$ cat config.mk
export PLATFORM = sky130hd
export DESIGN_NAME = capture_flat
export DESIGN_NICKNAME = d
export VERILOG_FILES = /design/src/rtl/timer_pkg.sv /design/src/rtl/capture_if.sv /design/src/rtl/edge_sense.sv /design/src/rtl/capture.sv /design/src/flat_wrapper.sv
export SDC_FILE = /design/constraint.sdc
export NUM_CORES = 1
export LEC_CHECK = 0
export ABC_AREA = 1
export CELL_PAD_IN_SITES_DETAIL_PLACEMENT = 1
export CELL_PAD_IN_SITES_GLOBAL_PLACEMENT = 1
export CORE_ASPECT_RATIO = 0.6
export CORE_UTILIZATION = 46
export CTS_BUF_LIST = sky130_fd_sc_hd__clkbuf_4 sky130_fd_sc_hd__clkbuf_8
export DETAILED_ROUTE_END_ITERATION = 10
export DONT_BUFFER_PORTS = 1
export GPL_TIMING_DRIVEN = 1
export HOLD_SLACK_MARGIN = 0.05
export MAX_ROUTING_LAYER = met4
export PLACE_DENSITY_LB_ADDON = 0.3
export RECOVER_POWER = 50
export SLEW_MARGIN = 40
export SYNTH_ARGS = -nofsm -noshare
export SYNTH_HDL_FRONTEND = slang
export SYNTH_SLANG_ARGS = --single-unit
$ cat constraint.sdc
create_clock -name clock -period 1.66 [get_ports clock]
set_input_delay 0.249 -clock clock [delete_from_list [all_inputs] [get_ports clock]]
set_output_delay 0.249 -clock clock [all_outputs]
set_load 0.05 [all_outputs]
$ cat src/rtl/timer_pkg.sv
`default_nettype none
// ============================================================================
// Module   : timer_pkg
// Brief    : State encodings and default width shared by the timer blocks.
// Revision : 1.0 - initial release
// ============================================================================
package timer_pkg;

    localparam int TIMER_W = 8;

    typedef enum logic [1:0] {
        ST_IDLE  = 2'd0,
        ST_ARMED = 2'd1,
        ST_RUN   = 2'd2
    } timer_state_t;

endpackage
`default_nettype wire

$ cat src/rtl/capture_if.sv
`default_nettype none
// ============================================================================
// Module   : capture_if
// Brief    : Event input, control and result handshake of the capture timer.
// Revision : 1.0 - initial release
// ============================================================================
interface capture_if
    import timer_pkg::*;
#(
    parameter int W = TIMER_W
) ();

    logic         enable;
    logic         sense;
    logic         get;
    logic [W-1:0] value;
    logic         full;
    logic         over;
    logic         lost;

    modport master (
        output enable, sense, get,
        input  value, full, over, lost
    );

    modport slave (
        input  enable, sense, get,
        output value, full, over, lost
    );

endinterface
`default_nettype wire

$ cat src/rtl/edge_sense.sv
`default_nettype none
// ============================================================================
// Module   : edge_sense
// Brief    : Rising-edge detector; CAPTURE_SYNC_EN adds a 2-flop synchronizer.
// Revision : 1.0 - initial release
// ============================================================================
module edge_sense (
    input  wire logic clock,
    input  wire logic reset,
    input  wire logic in,
    output logic      rise
);

    logic w_in;
    logic r_q;

`ifdef CAPTURE_SYNC_EN
    logic [1:0] r_sync;

    always_ff @(posedge clock) begin
        if (reset) begin
            r_sync <= 2'b00;
        end else begin
            r_sync <= {r_sync[0], in};
        end
    end

    assign w_in = r_sync[1];
`else
    assign w_in = in;
`endif

    always_ff @(posedge clock) begin
        if (reset) begin
            r_q <= 1'b0;
        end else begin
            r_q <= w_in;
        end
    end

    assign rise = w_in & ~r_q;

endmodule
`default_nettype wire

$ cat src/rtl/capture.sv
`default_nettype none
// ============================================================================
// Module   : capture
// Brief    : Input-capture timer measuring clock cycles between rising edges
//            of sense; optional CAPTURE_SYNC_EN synchronizes sense.
// Revision : 1.0 - initial release
// ============================================================================
module capture
    import timer_pkg::*;
#(
    parameter int W = TIMER_W
) (
    input  wire logic  clock,
    input  wire logic  reset,
    capture_if.slave   bus
);

    localparam logic [W-1:0] c_count_max = '1;
    localparam logic [W-1:0] c_count_one = {{(W-1){1'b0}}, 1'b1};

    timer_state_t r_state;
    timer_state_t w_state_nxt;
    logic [W-1:0] r_count;
    logic [W-1:0] w_count_nxt;
    logic         w_capture;
    logic         w_rise;

    logic [W-1:0] r_value;
    logic         r_full;
    logic         r_over;
    logic         r_lost;

    edge_sense u_edge_sense (
        .clock (clock),
        .reset (reset),
        .in    (bus.sense),
        .rise  (w_rise)
    );

    always_ff @(posedge clock) begin
        if (reset) begin
            r_state <= ST_IDLE;
            r_count <= '0;
        end else begin
            r_state <= w_state_nxt;
            r_count <= w_count_nxt;
        end
    end

    // Disable overrides everything, including an edge on the same clock.
    always_comb begin
        w_state_nxt = r_state;
        w_count_nxt = r_count;
        w_capture   = 1'b0;
        if (!bus.enable) begin
            w_state_nxt = ST_IDLE;
            w_count_nxt = '0;
        end else begin
            case (r_state)
                ST_IDLE: begin
                    w_state_nxt = ST_ARMED;
                    w_count_nxt = '0;
                end
                ST_ARMED: begin
                    if (w_rise) begin
                        w_state_nxt = ST_RUN;
                        w_count_nxt = c_count_one;
                    end
                end
                ST_RUN: begin
                    if (w_rise) begin
                        w_capture   = 1'b1;
                        w_count_nxt = c_count_one;
                    end else if (r_count != c_count_max) begin
                        w_count_nxt = r_count + c_count_one;
                    end
                end
                default: begin
                    w_state_nxt = ST_IDLE;
                    w_count_nxt = '0;
                end
            endcase
        end
    end

    // A capture takes priority over get; an unacknowledged overwrite is sticky.
    always_ff @(posedge clock) begin
        if (reset) begin
            r_value <= '0;
            r_full  <= 1'b0;
            r_over  <= 1'b0;
            r_lost  <= 1'b0;
        end else if (w_capture) begin
            r_value <= r_count;
            r_over  <= (r_count == c_count_max);
            r_full  <= 1'b1;
            if (r_full && !bus.get) begin
                r_lost <= 1'b1;
            end
        end else if (bus.get && r_full) begin
            r_full <= 1'b0;
        end
    end

    assign bus.value = r_value;
    assign bus.full  = r_full;
    assign bus.over  = r_over;
    assign bus.lost  = r_lost;

endmodule
`default_nettype wire

$ cat src/flat_wrapper.sv
// flat-port wrapper written by rule: the top's interface ports become plain ports
module capture_flat import timer_pkg::*;
#(
    parameter int W = TIMER_W
)
  (clock, reset, bus_enable, bus_sense, bus_get, bus_value, bus_full, bus_over, bus_lost);
  capture_if #(.W(W)) bus_i ();
  input  wire logic clock;
  input  wire logic reset;
  input wire logic [$bits(bus_i.enable)-1:0] bus_enable;
  input wire logic [$bits(bus_i.sense)-1:0] bus_sense;
  input wire logic [$bits(bus_i.get)-1:0] bus_get;
  output wire logic [$bits(bus_i.value)-1:0] bus_value;
  output wire logic [$bits(bus_i.full)-1:0] bus_full;
  output wire logic [$bits(bus_i.over)-1:0] bus_over;
  output wire logic [$bits(bus_i.lost)-1:0] bus_lost;
  assign bus_i.enable = bus_enable;
  assign bus_i.sense = bus_sense;
  assign bus_i.get = bus_get;
  assign bus_value = bus_i.value;
  assign bus_full = bus_i.full;
  assign bus_over = bus_i.over;
  assign bus_lost = bus_i.lost;
  capture #(.W(W)) u_core (.clock(clock), .reset(reset), .bus(bus_i));
endmodule
== Word-level counts from Yosys, hierarchy flattened ==
Cells that the tools add are included.
Widths: inputs -> output; s select.
Storage, ports and cells
  bits in registers: 22
  input port bits: 5
  output and inout port bits: 11
  logic and storage cells: 38
Cells by class
  add/subtract/negate cells: 1
  equal/unequal tests: 6
  multiplexer cells: 11
  bitwise logic cells: 4
  reductions and logical operators: 9
Operator list (number)
  $mux 8: 3
  $pmux 8 s2: 1
  $add 8x1->8 const B: 1
  $eq 8x8->1 const B: 1
  $ne 8x8->1 const B: 1
  $pmux 2 s3: 1
  $reduce_and 2->1: 3
  $mux 1: 5
  $ne 3x2->1 const B: 1
  $not 1->1: 3
  $eq 2x1->1 const B: 1
  $eq 2x2->1 const B: 1
  $logic_and 1x1->1: 2
  $logic_not 2->1: 1
  $mux 2: 1
  $ne 2x2->1 const B: 1
  $reduce_bool 2->1: 1
  $reduce_or 2->1: 1
  $and 1x1->1: 1
  $logic_not 1->1: 1

== Logic depth before layout (Yosys ltp) ==
  depth after elaboration: 6
  depth in mapped cells: 9
  gate-level depth less buffers: 9

== Modules after synthesis ==
From an unflattened synthesis, not the netlist that was laid out.
Second synthesis, totals
  cells, all modules: 146
  area, all modules: 1081.0 um2
By module, submodules not included
  capture: instances 1, cells each 142, area an instance 1049.8 um2, sequential area each 420.4 um2
  edge_sense: instances 1, cells each 4, area an instance 31.3 um2, sequential area each 20.0 um2

== Worst setup path after synthesis ==
OpenSTA, ideal clock, no wires.
  path kind: register -> register
  from: register u_core.r_state[0]
  to: register u_core.r_count[1]
  setup time: 0.070 ns
  data arrival time: 1.271 ns
  required time: 1.590 ns
  path slack: 0.319 ns
  stages on the path, launching flop included: 7
  buffers on the path: 0
  clock period less this slack: 1.341 ns
  cell sequence: dfxtp_1 -> inv_1 -> ha_1 -> inv_1 -> nor3_1 -> nand4_1 -> a21oi_1
On the way
  word-level cells in the longest chain between the ends: 3
  elaborated cells between the ends (all ways): 6
  those cells by class: eq/ne: 4; mux: 1; reduce/logical: 1
RTL lines
  start, declared: RTL line capture.sv:21  | timer_state_t r_state;
  start signal, assigned: RTL line capture.sv:45  | r_state <= w_state_nxt;
  $eq 2x2->1 / $eq 2x1->1 (equally long branches): RTL line capture.sv:59  | case (r_state)
  $ne 3x2->1 (no source line) / $ne 2x2->1 (equally long branches)
  $reduce_and 2->1 (no source line)
  end signal, assigned: RTL line capture.sv:46  | r_count <= w_count_nxt;
  end, declared: RTL line capture.sv:23  | logic [W-1:0] r_count;
Parallel ways exist; a longest one is shown, timed or not.
A chain may end at the register's enable or synchronous reset.

== Final worst setup path ==
Ends and elaborated chain as after synthesis.

==> impl_metrics.ini <==
[cts]
htreeDepth = 1
cts_tree = built
cts_sinks = 22
path_clk_slew_ns = 0.08
clock_latency_ns = 0.27
cts_buffer_depth = 2
numCtsBuffers = 3
root_buffer = clkbuf_8

[power]
leakage_nw = 0.458
power_mw = 1.03
ir_drop_mv = 0.590
p_per_area_nw_per_um2 = 812

[logic_synthesis]
synth_simple_gate_area_share = 0.318
synth_top_family_by_area = simple AND/OR/NAND/NOR gates
synthCells = 155
yosys_register_bits = 22
synth_xor_area_frac = 0
synth.area.mux_share = 0
ys_seq_area_frac = 0.404
synth_compound_area_frac = 0.138
syn_area_um2 = 1090
synth_nets = 165
yosys_warnings = 0
synthAdderAreaFrac = 0.0574
synth_cell_types = 20
syn_area_per_cell_um2 = 7.03

[die]
coreArea_um2 = 2200
initial_core_util = 0.496
die_h_um = 39.7
rows = 13
die_area_um2 = 2570
pin_count = 16
dieWidth_um = 64.8

[place]
post-place-ws_ns = -0.111
gp_congestion = 0.841
place_area_um2 = 1140
io_buffers = 0
place_hpwl_um = 2230
post-place-cells = 187

[layout]
diodes = 0
post-route-util = 0.576
layout_common_cells = nand2_1 (41), a21oi_1 (23), dfxtp_1 (21)
finalInstanceArea_um2 = 1260
ff_latch_area_um2 = 442
final_common_cell = nand2_1
multi_input_area_um2 = 591
drive_above_1_share = 0.133
final_nets = 177
nFillCells = 297
area_growth_pct = 16.1
fin_cells = 196

[routing]
wl_per_cell_um = 16.8
vias_per_cell = 5.46
drtIter0Drc = 46
routed_wl_um = 3290
ant_nets = 0
post-route-drc-count = 0
via_count = 1071
firstDrtPassIters = 4

[global_routing]
overflow = 0
grt.total_usage = 0.257
grt_pass1_vias = 971
grt_pass1_wl_um = 4590
grt_max_degree = 13
antenna_found_initial = 0

[critical_path]
rrSetupSlack_ns = 0.005
cp.required_ns = 1.84
critPathCaptureType = flop
r2r-end = u_core.r_count[1]$_SDFFE_PP0P_
crit_arrival_ns = 1.84
cp_max_fo = 6
worstSetupPathType = flop to flop
r2r_cells = 8
r2r-start = u_core.r_state[0]$_SDFFE_PP0P_
crit_path_start_kind = flop

[timing]
final_hold_viol_count = 0
finalCritPeriodShare = 0.997
fmaxAchievable_mhz = 604
setup_viol = 0
fin_ws_ns = 0.00491
fin_skew_ns = 0.00395
slew_violations = 0
max-slew-margin-rel = 0.622
final.setup.tns_ns = 0
fin_crit_ns = 1.66
tightest_slew_ns = 0.565
whs_ns = 0.118

[job]
cap_violations = 0

[worst_hold_path]
hold_path.class = primary input to flop
hold_path_startpoint = bus_sense
min_path_cells = 2
worstHoldEndpoint = u_core.u_edge_sense.r_q$_SDFF_PP0_

[status]
status = finished, final reports clean
[registers in the layout (all words and copies together), names as in the netlist]
signal,count
u_core.bus.full,1
u_core.bus.lost,1
u_core.bus.over,1
u_core.bus.value,8
u_core.r_count,8
u_core.r_state,2
u_core.u_edge_sense.r_q,1
[where the power goes]
group	switching [mW]	internal (mW)
combinational	0.0635	0.0292
sequential	0.00711	0.533
clock	0.182	0.212
[kinds of logic (layout without fill, tap and decap cells)]
group,Yosys count,count (layout)
adder cells (fa/ha/maj),5,5
buffers and inverters,22,32
AO/OA/AOI/OAI,29,29
AND/OR/NAND/NOR,77,78
flip-flops,22,22
[critical path, cell delays in order (launching register included)]
cell     delay [ns]
dfxtp_1        0.36
inv_1          0.11
ha_2           0.23
inv_1          0.11
a21oi_4        0.22
nand3_4        0.14
nand2_4        0.13
nand2_1        0.07
a21oi_1        0.18
[final cells by class]
class                      instances  area share
tap                               30      0.0297
timing repair buffer               8      0.0514
multi-input combinational        112       0.467
inverter                          20      0.0593
clock buffer                       4      0.0435
sequential                        22       0.349
[worst max-delay path by stage]
stage | from | to | slack (ns) | depth (start not counted)
6_report | u_core.r_state[0]$_SDFFE_PP0P_ | u_core.r_count[1]$_SDFFE_PP0P_ | 0.005 | 8
5_1_grt | u_core.r_state[0]$_SDFFE_PP0P_ | u_core.r_count[1]$_SDFFE_PP0P_ | -0.02 | 8
4_1_cts | u_core.r_state[0]$_SDFFE_PP0P_ | u_core.r_count[1]$_SDFFE_PP0P_ | 0.005 | 6
3_5_place_dp | u_core.r_state[0]$_SDFFE_PP0P_ | u_core.r_count[1]$_SDFFE_PP0P_ | -0.11 | 6
3_3_place_gp | u_core.r_count[1]$_SDFFE_PP0P_ | u_core.r_count[6]$_SDFFE_PP0P_ | 0.17 | 9
2_1_floorplan | u_core.r_state[0]$_SDFFE_PP0P_ | u_core.r_count[1]$_SDFFE_PP0P_ | 0.32 | 6
[synth_stat cells, drive strengths merged]
cell / count / area (um2)
nand3: 7 / 47.6
clkbuf: 1 / 3.75
nand4: 3 / 18.8
inv: 20 / 75.1
a21oi: 24 / 124
buf: 1 / 11.3
a31oi: 1 / 6.26
nand2: 43 / 171
dfxtp: 22 / 440
nor3: 1 / 5.00
ha: 5 / 62.6
o21ai: 4 / 20.0
nor2: 23 / 104
[metal layers]
layer | up-vias | wire, um | global-route usage
met2 | 41 | 1600 | 0.453
met4 | 0 | 91 | 0.0778
li1 | 521 | - | -
met5 | - | 0 | -
met1 | 495 | 1440 | 0.297
met3 | 14 | 160 | 0.0640
[repair_timing]
action / 4_1_cts / 5_1_grt
setup buffers: 0 / 2
pin swaps: 0 / 1
gates cloned: 0 / 1
endpoints found under the setup margin: 4 / 4
hold buffers: 1 / 1
gates resized for setup: 3 / 3
hold endpoints to repair: 11 / 1
Power figures use the tool's default switching activity.
